$ cat src/rtl/led_display_hub75_driver_pkg.sv
// Shared row-stream types used by the pattern generator and the HUB75 driver,
// plus the driver's state encoding and pixel-column helper.
package led_display_hub75_driver_pkg;

    localparam int GL_NUM_COL_PIXELS   = 64;
    localparam int GL_NUM_COL_PIXELS_W = $clog2(GL_NUM_COL_PIXELS);
    localparam int GL_RGB_COL_W        = 3;
    localparam int GL_RGB_ROW_W        = 2 * GL_RGB_COL_W * GL_NUM_COL_PIXELS;
    localparam int GL_HUB75_RGB_W      = 6;

    typedef struct packed {
        logic [GL_NUM_COL_PIXELS-1:0] red;
        logic [GL_NUM_COL_PIXELS-1:0] green;
        logic [GL_NUM_COL_PIXELS-1:0] blue;
    } rgb_half_t;

    typedef struct packed {
        rgb_half_t top;
        rgb_half_t bot;
    } rgb_row_t;

    typedef enum logic [2:0] {
        IDLE,
        SHIFT,
        BLANK,
        LATCH,
        DISPLAY
    } hub75_state_t;

    function automatic int max4(input int a, input int b, input int c, input int d);
        int m;
        m = a;
        if (b > m) m = b;
        if (c > m) m = c;
        if (d > m) m = d;
        return m;
    endfunction

    // Panel pin order is {b2,g2,r2,b1,g1,r1}: bottom half in the upper three bits.
    function automatic logic [GL_HUB75_RGB_W-1:0] hub75_column(
        input rgb_row_t                       row,
        input logic [GL_NUM_COL_PIXELS_W-1:0] k
    );
        return {row.bot.blue[k], row.bot.green[k], row.bot.red[k],
                row.top.blue[k], row.top.green[k], row.top.red[k]};
    endfunction

endpackage

$ cat src/rtl/led_display_hub75_shifter.sv
// Serialises one captured row onto the HUB75 data/clock pins, column N-1 first.
// A start pulse loads the row; done pulses on the final high-phase cycle.
module led_display_hub75_shifter
    import led_display_hub75_driver_pkg::*;
#(
    parameter int SCLK_HALF = 2,
    parameter int CNT_W     = 2
) (
    input  logic                      clk_i,
    input  logic                      reset_i,
    input  logic                      start_i,
    input  rgb_row_t                  row_i,
    output logic                      done_o,
    output logic                      hub_clk_o,
    output logic [GL_HUB75_RGB_W-1:0] hub_rgb_o
);

    localparam logic [CNT_W-1:0]               HALF_LAST = CNT_W'(SCLK_HALF - 1);
    localparam logic [GL_NUM_COL_PIXELS_W-1:0] LAST_COL  = GL_NUM_COL_PIXELS_W'(GL_NUM_COL_PIXELS - 1);

    rgb_row_t                       row_q;
    logic [GL_NUM_COL_PIXELS_W-1:0] col_q;
    logic [CNT_W-1:0]               half_q;
    logic                           active_q;
    logic                           hub_clk_q;
    logic [GL_HUB75_RGB_W-1:0]      hub_rgb_q;
    logic                           half_end;

    assign half_end  = (half_q == HALF_LAST);
    assign done_o    = active_q && half_end && hub_clk_q && (col_q == '0);
    assign hub_clk_o = hub_clk_q;
    assign hub_rgb_o = hub_rgb_q;

    // NOTE: the row buffer is pure datapath, loaded before it is ever read, so it
    // is deliberately left out of reset; only control and pin state are cleared.
    always_ff @(posedge clk_i) begin
        if (reset_i) begin
            active_q  <= 1'b0;
            col_q     <= '0;
            half_q    <= '0;
            hub_clk_q <= 1'b0;
            hub_rgb_q <= '0;
        end else if (start_i) begin
            active_q  <= 1'b1;
            row_q     <= row_i;
            col_q     <= LAST_COL;
            half_q    <= '0;
            hub_clk_q <= 1'b0;
            hub_rgb_q <= hub75_column(row_i, LAST_COL);
        end else if (active_q) begin
            if (!half_end) begin
                half_q <= half_q + 1'b1;
            end else begin
                half_q <= '0;
                if (!hub_clk_q) begin
                    hub_clk_q <= 1'b1;
                end else begin
                    hub_clk_q <= 1'b0;
                    if (col_q == '0) begin
                        active_q <= 1'b0;
                    end else begin
                        col_q     <= col_q - 1'b1;
                        hub_rgb_q <= hub75_column(row_q, col_q - 1'b1);
                    end
                end
            end
        end
    end

endmodule

$ cat src/rtl/led_display_hub75_driver.sv
// HUB75 row driver: accept a row, shift it out, blank, latch, then display.
// Optional LED_DISPLAY_HUB75_BRIGHTNESS_EN adds brightness_in to shorten OE-on time.
module led_display_hub75_driver
    import led_display_hub75_driver_pkg::*;
#(
    parameter int SYS_CLK_FREQ   = 100_000_000,
    parameter int SCLK_HALF      = 2,
    parameter int BLANK_CYCLES   = 4,
    parameter int LATCH_CYCLES   = 2,
    parameter int DISPLAY_CYCLES = 2000
) (
    input  logic                      clk_in,
    input  logic                      reset_in,
    input  rgb_row_t                  row_in,
    input  logic [3:0]                row_address_in,
    input  logic                      row_valid_in,
`ifdef LED_DISPLAY_HUB75_BRIGHTNESS_EN
    input  logic [7:0]                brightness_in,
`endif
    output logic                      row_ready_out,
    output logic                      hub_clk_out,
    output logic [GL_HUB75_RGB_W-1:0] hub_rgb_out,
    output logic                      hub_lat_out,
    output logic                      hub_oe_n_out,
    output logic [3:0]                hub_addr_out,
    output logic                      busy_out
);

    localparam int CNT_W = $clog2(max4(2 * SCLK_HALF, BLANK_CYCLES, LATCH_CYCLES, DISPLAY_CYCLES) + 1);
    localparam logic [CNT_W-1:0] BLANK_LAST   = CNT_W'(BLANK_CYCLES - 1);
    localparam logic [CNT_W-1:0] LATCH_LAST   = CNT_W'(LATCH_CYCLES - 1);
    localparam logic [CNT_W-1:0] DISPLAY_LAST = CNT_W'(DISPLAY_CYCLES - 1);

    hub75_state_t     state_q, state_d;
    logic [CNT_W-1:0] cnt_q, cnt_d;
    logic [3:0]       addr_buf_q;
    logic [3:0]       hub_addr_q, hub_addr_d;
    logic             ready_q, ready_d;
    logic             lat_q, lat_d;
    logic             oe_n_q, oe_n_d;
    logic             transfer;
    logic             shift_done;
    logic             oe_on;

    assign transfer = row_valid_in && ready_q;

    led_display_hub75_shifter #(
        .SCLK_HALF (SCLK_HALF),
        .CNT_W     (CNT_W)
    ) u_shifter (
        .clk_i     (clk_in),
        .reset_i   (reset_in),
        .start_i   (transfer),
        .row_i     (row_in),
        .done_o    (shift_done),
        .hub_clk_o (hub_clk_out),
        .hub_rgb_o (hub_rgb_out)
    );

`ifdef LED_DISPLAY_HUB75_BRIGHTNESS_EN
    logic [CNT_W+7:0] on_prod;
    logic [CNT_W-1:0] on_lim_q, on_lim;

    // Full-width product so the >>8 keeps every significant bit.
    always_comb begin
        on_prod = (CNT_W+8)'(DISPLAY_CYCLES) * (CNT_W+8)'(brightness_in);
        on_lim  = (state_q == LATCH) ? CNT_W'(on_prod >> 8) : on_lim_q;
        oe_on   = (cnt_d < on_lim);
    end

    always_ff @(posedge clk_in) begin
        if (reset_in) begin
            on_lim_q <= '0;
        end else if (state_q == LATCH && state_d == DISPLAY) begin
            on_lim_q <= on_lim;
        end
    end
`else
    assign oe_on = 1'b1;
`endif

    // NOTE: every always_comb output gets a default first, so no path can hold a
    // stale value and infer a latch.
    always_comb begin
        state_d = state_q;
        cnt_d   = cnt_q;
        case (state_q)
            IDLE:    if (transfer) state_d = SHIFT;
            SHIFT:   if (shift_done) begin state_d = BLANK; cnt_d = '0; end
            BLANK:   if (cnt_q == BLANK_LAST) begin state_d = LATCH; cnt_d = '0; end
                     else cnt_d = cnt_q + 1'b1;
            LATCH:   if (cnt_q == LATCH_LAST) begin state_d = DISPLAY; cnt_d = '0; end
                     else cnt_d = cnt_q + 1'b1;
            DISPLAY: if (cnt_q == DISPLAY_LAST) begin state_d = IDLE; cnt_d = '0; end
                     else cnt_d = cnt_q + 1'b1;
            default: state_d = IDLE;
        endcase
        ready_d    = (state_d == IDLE);
        lat_d      = (state_d == LATCH);
        oe_n_d     = !(state_d == DISPLAY && oe_on);
        hub_addr_d = (state_q == SHIFT && state_d == BLANK) ? addr_buf_q : hub_addr_q;
    end

    // NOTE: all state and pin registers update with <= so every process sees the
    // pre-edge values of its neighbours.
    always_ff @(posedge clk_in) begin
        if (reset_in) begin
            state_q    <= IDLE;
            cnt_q      <= '0;
            addr_buf_q <= '0;
            hub_addr_q <= '0;
            ready_q    <= 1'b0;
            lat_q      <= 1'b0;
            oe_n_q     <= 1'b1;
        end else begin
            state_q    <= state_d;
            cnt_q      <= cnt_d;
            hub_addr_q <= hub_addr_d;
            ready_q    <= ready_d;
            lat_q      <= lat_d;
            oe_n_q     <= oe_n_d;
            if (transfer) addr_buf_q <= row_address_in;
        end
    end

    always_ff @(posedge clk_in) begin
        assert (SYS_CLK_FREQ > 0 && SCLK_HALF >= 1 && BLANK_CYCLES >= 1 &&
                LATCH_CYCLES >= 1 && DISPLAY_CYCLES >= 1);
    end

    assign row_ready_out = ready_q;
    assign hub_lat_out   = lat_q;
    assign hub_oe_n_out  = oe_n_q;
    assign hub_addr_out  = hub_addr_q;
    assign busy_out      = (state_q != IDLE);

endmodule

$ cat config.mk
export PLATFORM = sky130hd
export DESIGN_NAME = led_display_hub75_driver
export DESIGN_NICKNAME = d
export VERILOG_FILES = /design/src/rtl/led_display_hub75_driver_pkg.sv /design/src/rtl/led_display_hub75_shifter.sv /design/src/rtl/led_display_hub75_driver.sv
export SDC_FILE = /design/constraint.sdc
export NUM_CORES = 1
export LEC_CHECK = 0
export ABC_CLOCK_PERIOD_IN_PS = 22800
export CORE_UTILIZATION = 45
export CTS_CLUSTER_SIZE = 24
export DETAILED_ROUTE_END_ITERATION = 8
export PLACE_DENSITY = 0.84
export SLEW_MARGIN = 20
export SYNTH_ARGS = -nofsm -noshare
export SYNTH_HDL_FRONTEND = slang
export SYNTH_HIERARCHICAL = 1
export SYNTH_SLANG_ARGS = --single-unit
$ cat constraint.sdc
create_clock -name clk_in -period 22.8 [get_ports clk_in]
set_input_delay 4.56 -clock clk_in [delete_from_list [all_inputs] [get_ports clk_in]]
set_output_delay 4.56 -clock clk_in [all_outputs]
set_load 0.005 [all_outputs]
Word level (Yosys, flattened, before mapping)
Cells that the tools add are included.
{"block": "classes", "n_addsub": 3, "n_eq_ne": 13, "muxes": 40, "reduce_logical": 19, "order_cmp": 1, "bitwise_logic": 1}
{"cell": "2-to-1 mux 6 bit", "n": 10}
{"cell": "2-to-1 mux 11 bit", "n": 5}
{"cell": "case mux 11 bit (4 select lines)", "n": 1}
{"cell": "binary-select mux 1 bit (select 6 bit)", "n": 6}
{"cell": "adder 11 x 1 -> 11 bit (second input constant)", "n": 2}
{"cell": "== test 11 x 1 -> 1 bit (second input constant)", "n": 2}
{"cell": "2-to-1 mux 3 bit", "n": 5}
{"cell": "case mux 3 bit (5 select lines)", "n": 1}
{"cell": "== test 3 x 2 -> 1 bit (second input constant)", "n": 4}
{"cell": "2-to-1 mux 1 bit", "n": 12}
{"cell": "== test 11 bit (second input constant)", "n": 1}
{"cell": "== test 11 x 2 -> 1 bit (second input constant)", "n": 1}
{"cell": "less-than comparator 6 x 7 -> 1 bit (second input constant)", "n": 1}
{"cell": "== test 3 bit (second input constant)", "n": 2}
{"cell": "logical NOT 3 bit", "n": 2}
{"cell": "logical NOT 6 bit", "n": 1}
{"cell": "AND reduction 2 bit", "n": 3}
{"cell": "nonzero test 2 bit", "n": 3}
{"cell": "subtractor 6 x 1 -> 6 bit (second input constant)", "n": 1}
{"cell": "logical AND 1 bit", "n": 5}
{"cell": "inequality test 2 bit (second input constant)", "n": 2}
{"cell": "AND reduction 4 bit", "n": 1}
{"cell": "nonzero test 4 bit", "n": 1}
{"cell": "== test 3 x 1 -> 1 bit (second input constant)", "n": 1}
{"cell": "4 further kinds", "n": 4}
{"block": "totals", "elab_cells": 95, "in_bits": 391, "register_bits": 434}

Depth between registers and ports, before layout
{"block": "logic_depth", "word_depth": 8, "ltp_mapped": 15}

Hierarchy
The synthesis kept the hierarchy.
{"module": "led_display_hub75_shifter", "area_per_inst_um2": 16031.6, "n_inst": 1, "seq_area_each_um2": 12031.5, "cells_per_inst": 799}
{"module": "led_display_hub75_driver", "area_per_inst_um2": 1167.4, "n_inst": 1, "seq_area_each_um2": 500.5, "cells_per_inst": 138}

Least setup slack after synthesis
No wires, ideal clock.
{"block": "synth_path", "kind": "input -> register", "from": "input row_valid_in", "to": "register u_shifter/row_q[0] (netlist name) (enable)", "path_slack_ns": 0.577, "cell_stages": 5, "t_arrival_ns": 21.082, "required_time_ns": 21.659, "setup_ns": 1.141, "n_path_buf": 1, "path_cell_list": "nand2_1 > inv_1 > clkbuf_1 > inv_1 > nor2_1"}
{"block": "synth_via", "elab_chain_cells": 2}
{"element": "start: declaration", "line": "led_display_hub75_driver.sv:16", "rtl": "input logic row_valid_in,"}
{"element": "logical AND 1 bit", "line": "led_display_hub75_driver.sv:45", "rtl": "assign transfer = row_valid_in && ready_q;"}
{"element": "via transfer", "line": "led_display_hub75_driver.sv:41", "rtl": "logic transfer;"}
{"element": "AND reduction 2 bit (no line)"}
{"element": "end signal: assignment", "line": "led_display_hub75_shifter.sv:45", "rtl": "row_q <= row_i;"}
{"element": "end: declaration", "line": "led_display_hub75_shifter.sv:21", "rtl": "rgb_row_t row_q;"}
The timed path passes the listed nets, and every way through them passes these cells.
A chain may end at the register's enable or synchronous reset.

Final worst setup path
{"block": "layout_path", "from": "input row_valid_in", "to": "register u_shifter/row_q[308] (netlist name) (enable)"}
The elaborated chain is that of the path after synthesis.

==> metrics.md <==
| Metric | Value |
|---|---|
| CTS Sinks | 434 |
| Buffer count from post-CTS setup fixing | 0 |
| Drc violations | 0 |
| Hold Vio Cnt, Final | 0 |
| Synth area leaders | edfxtp_1 (67%), mux4_2 (11%), dfxtp_1 (5.8%), nand2_1 (1.7%), mux4_1 (1.4%) |
| CTS tree | done |
| Status | finished, final reports clean |
| Boundary Pins | 406 |
| Primary FF master, synth | edfxtp_1 |
| Initial antenna violation count | 8 |
| First-pass GRT wire length | 61700 µm |
| Critical R2R Launch | u_shifter/col_q[0] |
| Via-per-instance ratio | 5.31 |
| Unrepaired setup endpoints after global routing | no |
| Yosys reg bits | 434 |
| Vias | 10000 |
| DP Cell Count | 1811 |
| Clock Latency Late Sink | 0.57 ns |
| CP Class | input port to register |
| Pin count of the biggest net entering global routing | 197 |
| Final Cell Area | 23100 µm² |
| EDFF count, synth | 384 |
| WP data required | 22.96 ns |
| Final setup violation count | 0 |
| Clock tree buffer depth | 3 |
| Tmin final | 7.58 ns |
| Sequential element share of the synthesized area | 0.729 |
| Grt total ovfl | 0 |
| Setup ws final | 15.22 ns |
| Non-Filler Instances | 1892 |
| GPL Wtd Cong | 0.824 |
| HPWL Detailed | 30300 µm |
| Initial Utilization | 0.457 |
| Ys async rst share | 0 |
| Post-synth top area share | 0.670 |
| Root Driver | clkbuf_16 |
| Number of nets in the layout | 1744 |
| CTS resizes | 0 |
| CTS Hold Buffers Added | 0 |
| Max Freq | 0.132 GHz |
| Area Growth Syn to Fin | 34.3% |
| Row cnt | 71 |
| Die area | 39000 µm² |
| Max Cap Viol | 0 |
| Cell variety after synth | 53 |
| Layout cells sized above 1 | 0.129 |
| Final setup TNS | 0 ns |
| WL final | 42700 µm |
| Clk pin slew, worst setup/hold paths | 0.06 ns |
| # port buffers | 405 |
| FF-to-FF path depth | 9 |
| Chip width | 198 µm |
| Cell type with the largest total area after synthesis | edfxtp_1 |
| Reg2reg end | u_shifter/hub_rgb_o[2] |
| Placement Cell Area | 21700 µm² |
| CP endpoint | u_shifter/row_q[308] |
| Routed len/inst | 22.6 µm |
| Routed Antenna Nets | 0 |
| Data arrival time of the worst path | 7.74 ns |
| Power Total | 1.82 mW |
| Slew at the pin closest to its max-slew limit | 1.16 ns |
| Final period util | 0.332 |
| Drt pass-1 iters | 5 |
| Gr usage total | 0.218 |
| HP Class | register to register |
| R2R Setup Slk | 17.60 ns |
| Pins Over Slew Limit | 0 |
| CP startpoint kind | input port |
| Hold WS | 0.460 ns |
| Num CTS Buffers | 45 |
| Worst-path maximum fanout | 83 |
| Worst vdd ir | 80.3 µV |
| Fin util | 0.613 |
| Crit. Startpoint | row_valid_in |
| Leak | 7.63 nW |
| Synthesized area per cell | 18.4 µm² |
| Filler cell count | 2729 |
| Vias in the first global route | 10600 |
| Die Span Y | 198 µm |
| DR iter-0 viols | 682 |
| Cell area after synthesis | 17200 µm² |
| Synth Warn # | 6 |
| Worst Setup Slack post-DPL | 14.68 ns |
| Area of the core | 37700 µm² |
| Post-Synthesis Cells | 937 |
| H-tree depth | 2 |
| Power Dens Cells | 79.0 nW/µm² |
| Worst rel slew slack | 0.226 |
| Net count after synthesis | 1334 |
| Critical Path End Type | register |
| Clk_skew | 0.0300 ns |
-- cells in the final DEF, fill, tap and decap left out, drive strengths merged, types with 22 or more instances in the layout --
cell type      instances
mux2i                 22
a21oi                 29
nand2                 80
dfxtp                 50
nand3                 25
mux4                  95
clkdlybuf4s50        405
edfxtp               384
nor2                  38
clkbuf                62
-- cells by family (layout without fill, tap and decap cells) --
kind of cell,after synthesis,in the layout,share of synthesized area
xor+xnor,24,24,0.0127
buf+inv,67,507,0.0206
mux,129,129,0.147
flops,434,434,0.729
fa+ha+maj,6,6,0.00436
simple gates,190,190,0.0510
other cells,0,4,0
compound gates,87,87,0.0357
-- power breakdown --
part	internal, mW	total [mW]	switching [mW]
registers	0.893	0.905	0.0118
logic	0.136	0.251	0.115
clock network	0.382	0.669	0.287
-- registers in the layout, summed over array words and instances, names as in the netlist --
| signal | count |
|---|---|
| hub_addr_out | 4 |
| cnt_q | 11 |
| addr_buf_q | 4 |
| u_shifter/half_q | 11 |
| u_shifter/hub_rgb_o | 6 |
| hub_lat_out | 1 |
| u_shifter/hub_clk_o | 1 |
| u_shifter/col_q | 6 |
| hub_oe_n_out | 1 |
| row_ready_out | 1 |
| u_shifter/active_q | 1 |
| u_shifter/row_q | 384 |
| state_q | 3 |
-- synthesized netlist by cell type (5+ instances only) --
library cell,n
o32a_1,6
and3_1,9
mux2_2,12
nor2_1,38
nand2_1,80
a21oi_1,29
mux4_2,86
a32o_1,12
mux4_1,9
clkbuf_1,21
inv_1,16
nand3_1,25
xor2_1,15
buf_2,17
nor3_1,7
o21ai_0,10
buf_4,5
o211ai_1,5
mux2i_1,22
nand4_1,5
dfxtp_1,50
ha_1,6
o31ai_1,7
xnor2_1,8
edfxtp_1,384
-- worst max-delay path, stage by stage --
cell and delay [ns]:
clkdlybuf4s50_1 0.46, nand2_1 0.14, inv_1 0.52, inv_1 0.32, nor2_4 0.75, buf_4 0.93
-- routing by layer --
metal / up-vias / track usage / share of wire
met5: - / 0 / 0.00061
met4: 4 / 0.0927 / 0.033
met3: 87 / 0.0408 / 0.061
met2: 396 / 0.382 / 0.53
met1: 4992 / 0.263 / 0.38
li1: 4567 / - / -
-- how the worst min path moves through the flow --
stage,start,endpoint,slack [ns],depth (start not counted)
after floorplan,addr_buf_q[0],addr_buf_q[0],0.44,2
after global placement,addr_buf_q[2],addr_buf_q[2],0.45,2
after detailed placement,addr_buf_q[0],addr_buf_q[0],0.46,2
after CTS,addr_buf_q[0],addr_buf_q[0],0.46,2
after global routing,addr_buf_q[0],addr_buf_q[0],0.47,2
final,addr_buf_q[0],addr_buf_q[0],0.46,2
-- layout make-up --
| class | instances | area [µm²] | share of cell area |
|---|---|---|---|
| Timing Repair Buffer | 414 | 4140 | 0.179 |
| Sequential cell | 434 | 12500 | 0.543 |
| Antenna cell | 4 | 10.0 | 0.000433 |
| Multi-Input combinational cell | 436 | 4380 | 0.190 |
| Clock buffer | 62 | 1250 | 0.0542 |
| Tap cell | 511 | 639 | 0.0277 |
| Clock inverter | 15 | 73.8 | 0.00320 |
| Inverter | 16 | 60.1 | 0.00260 |
Power figures use the tool's default switching activity.
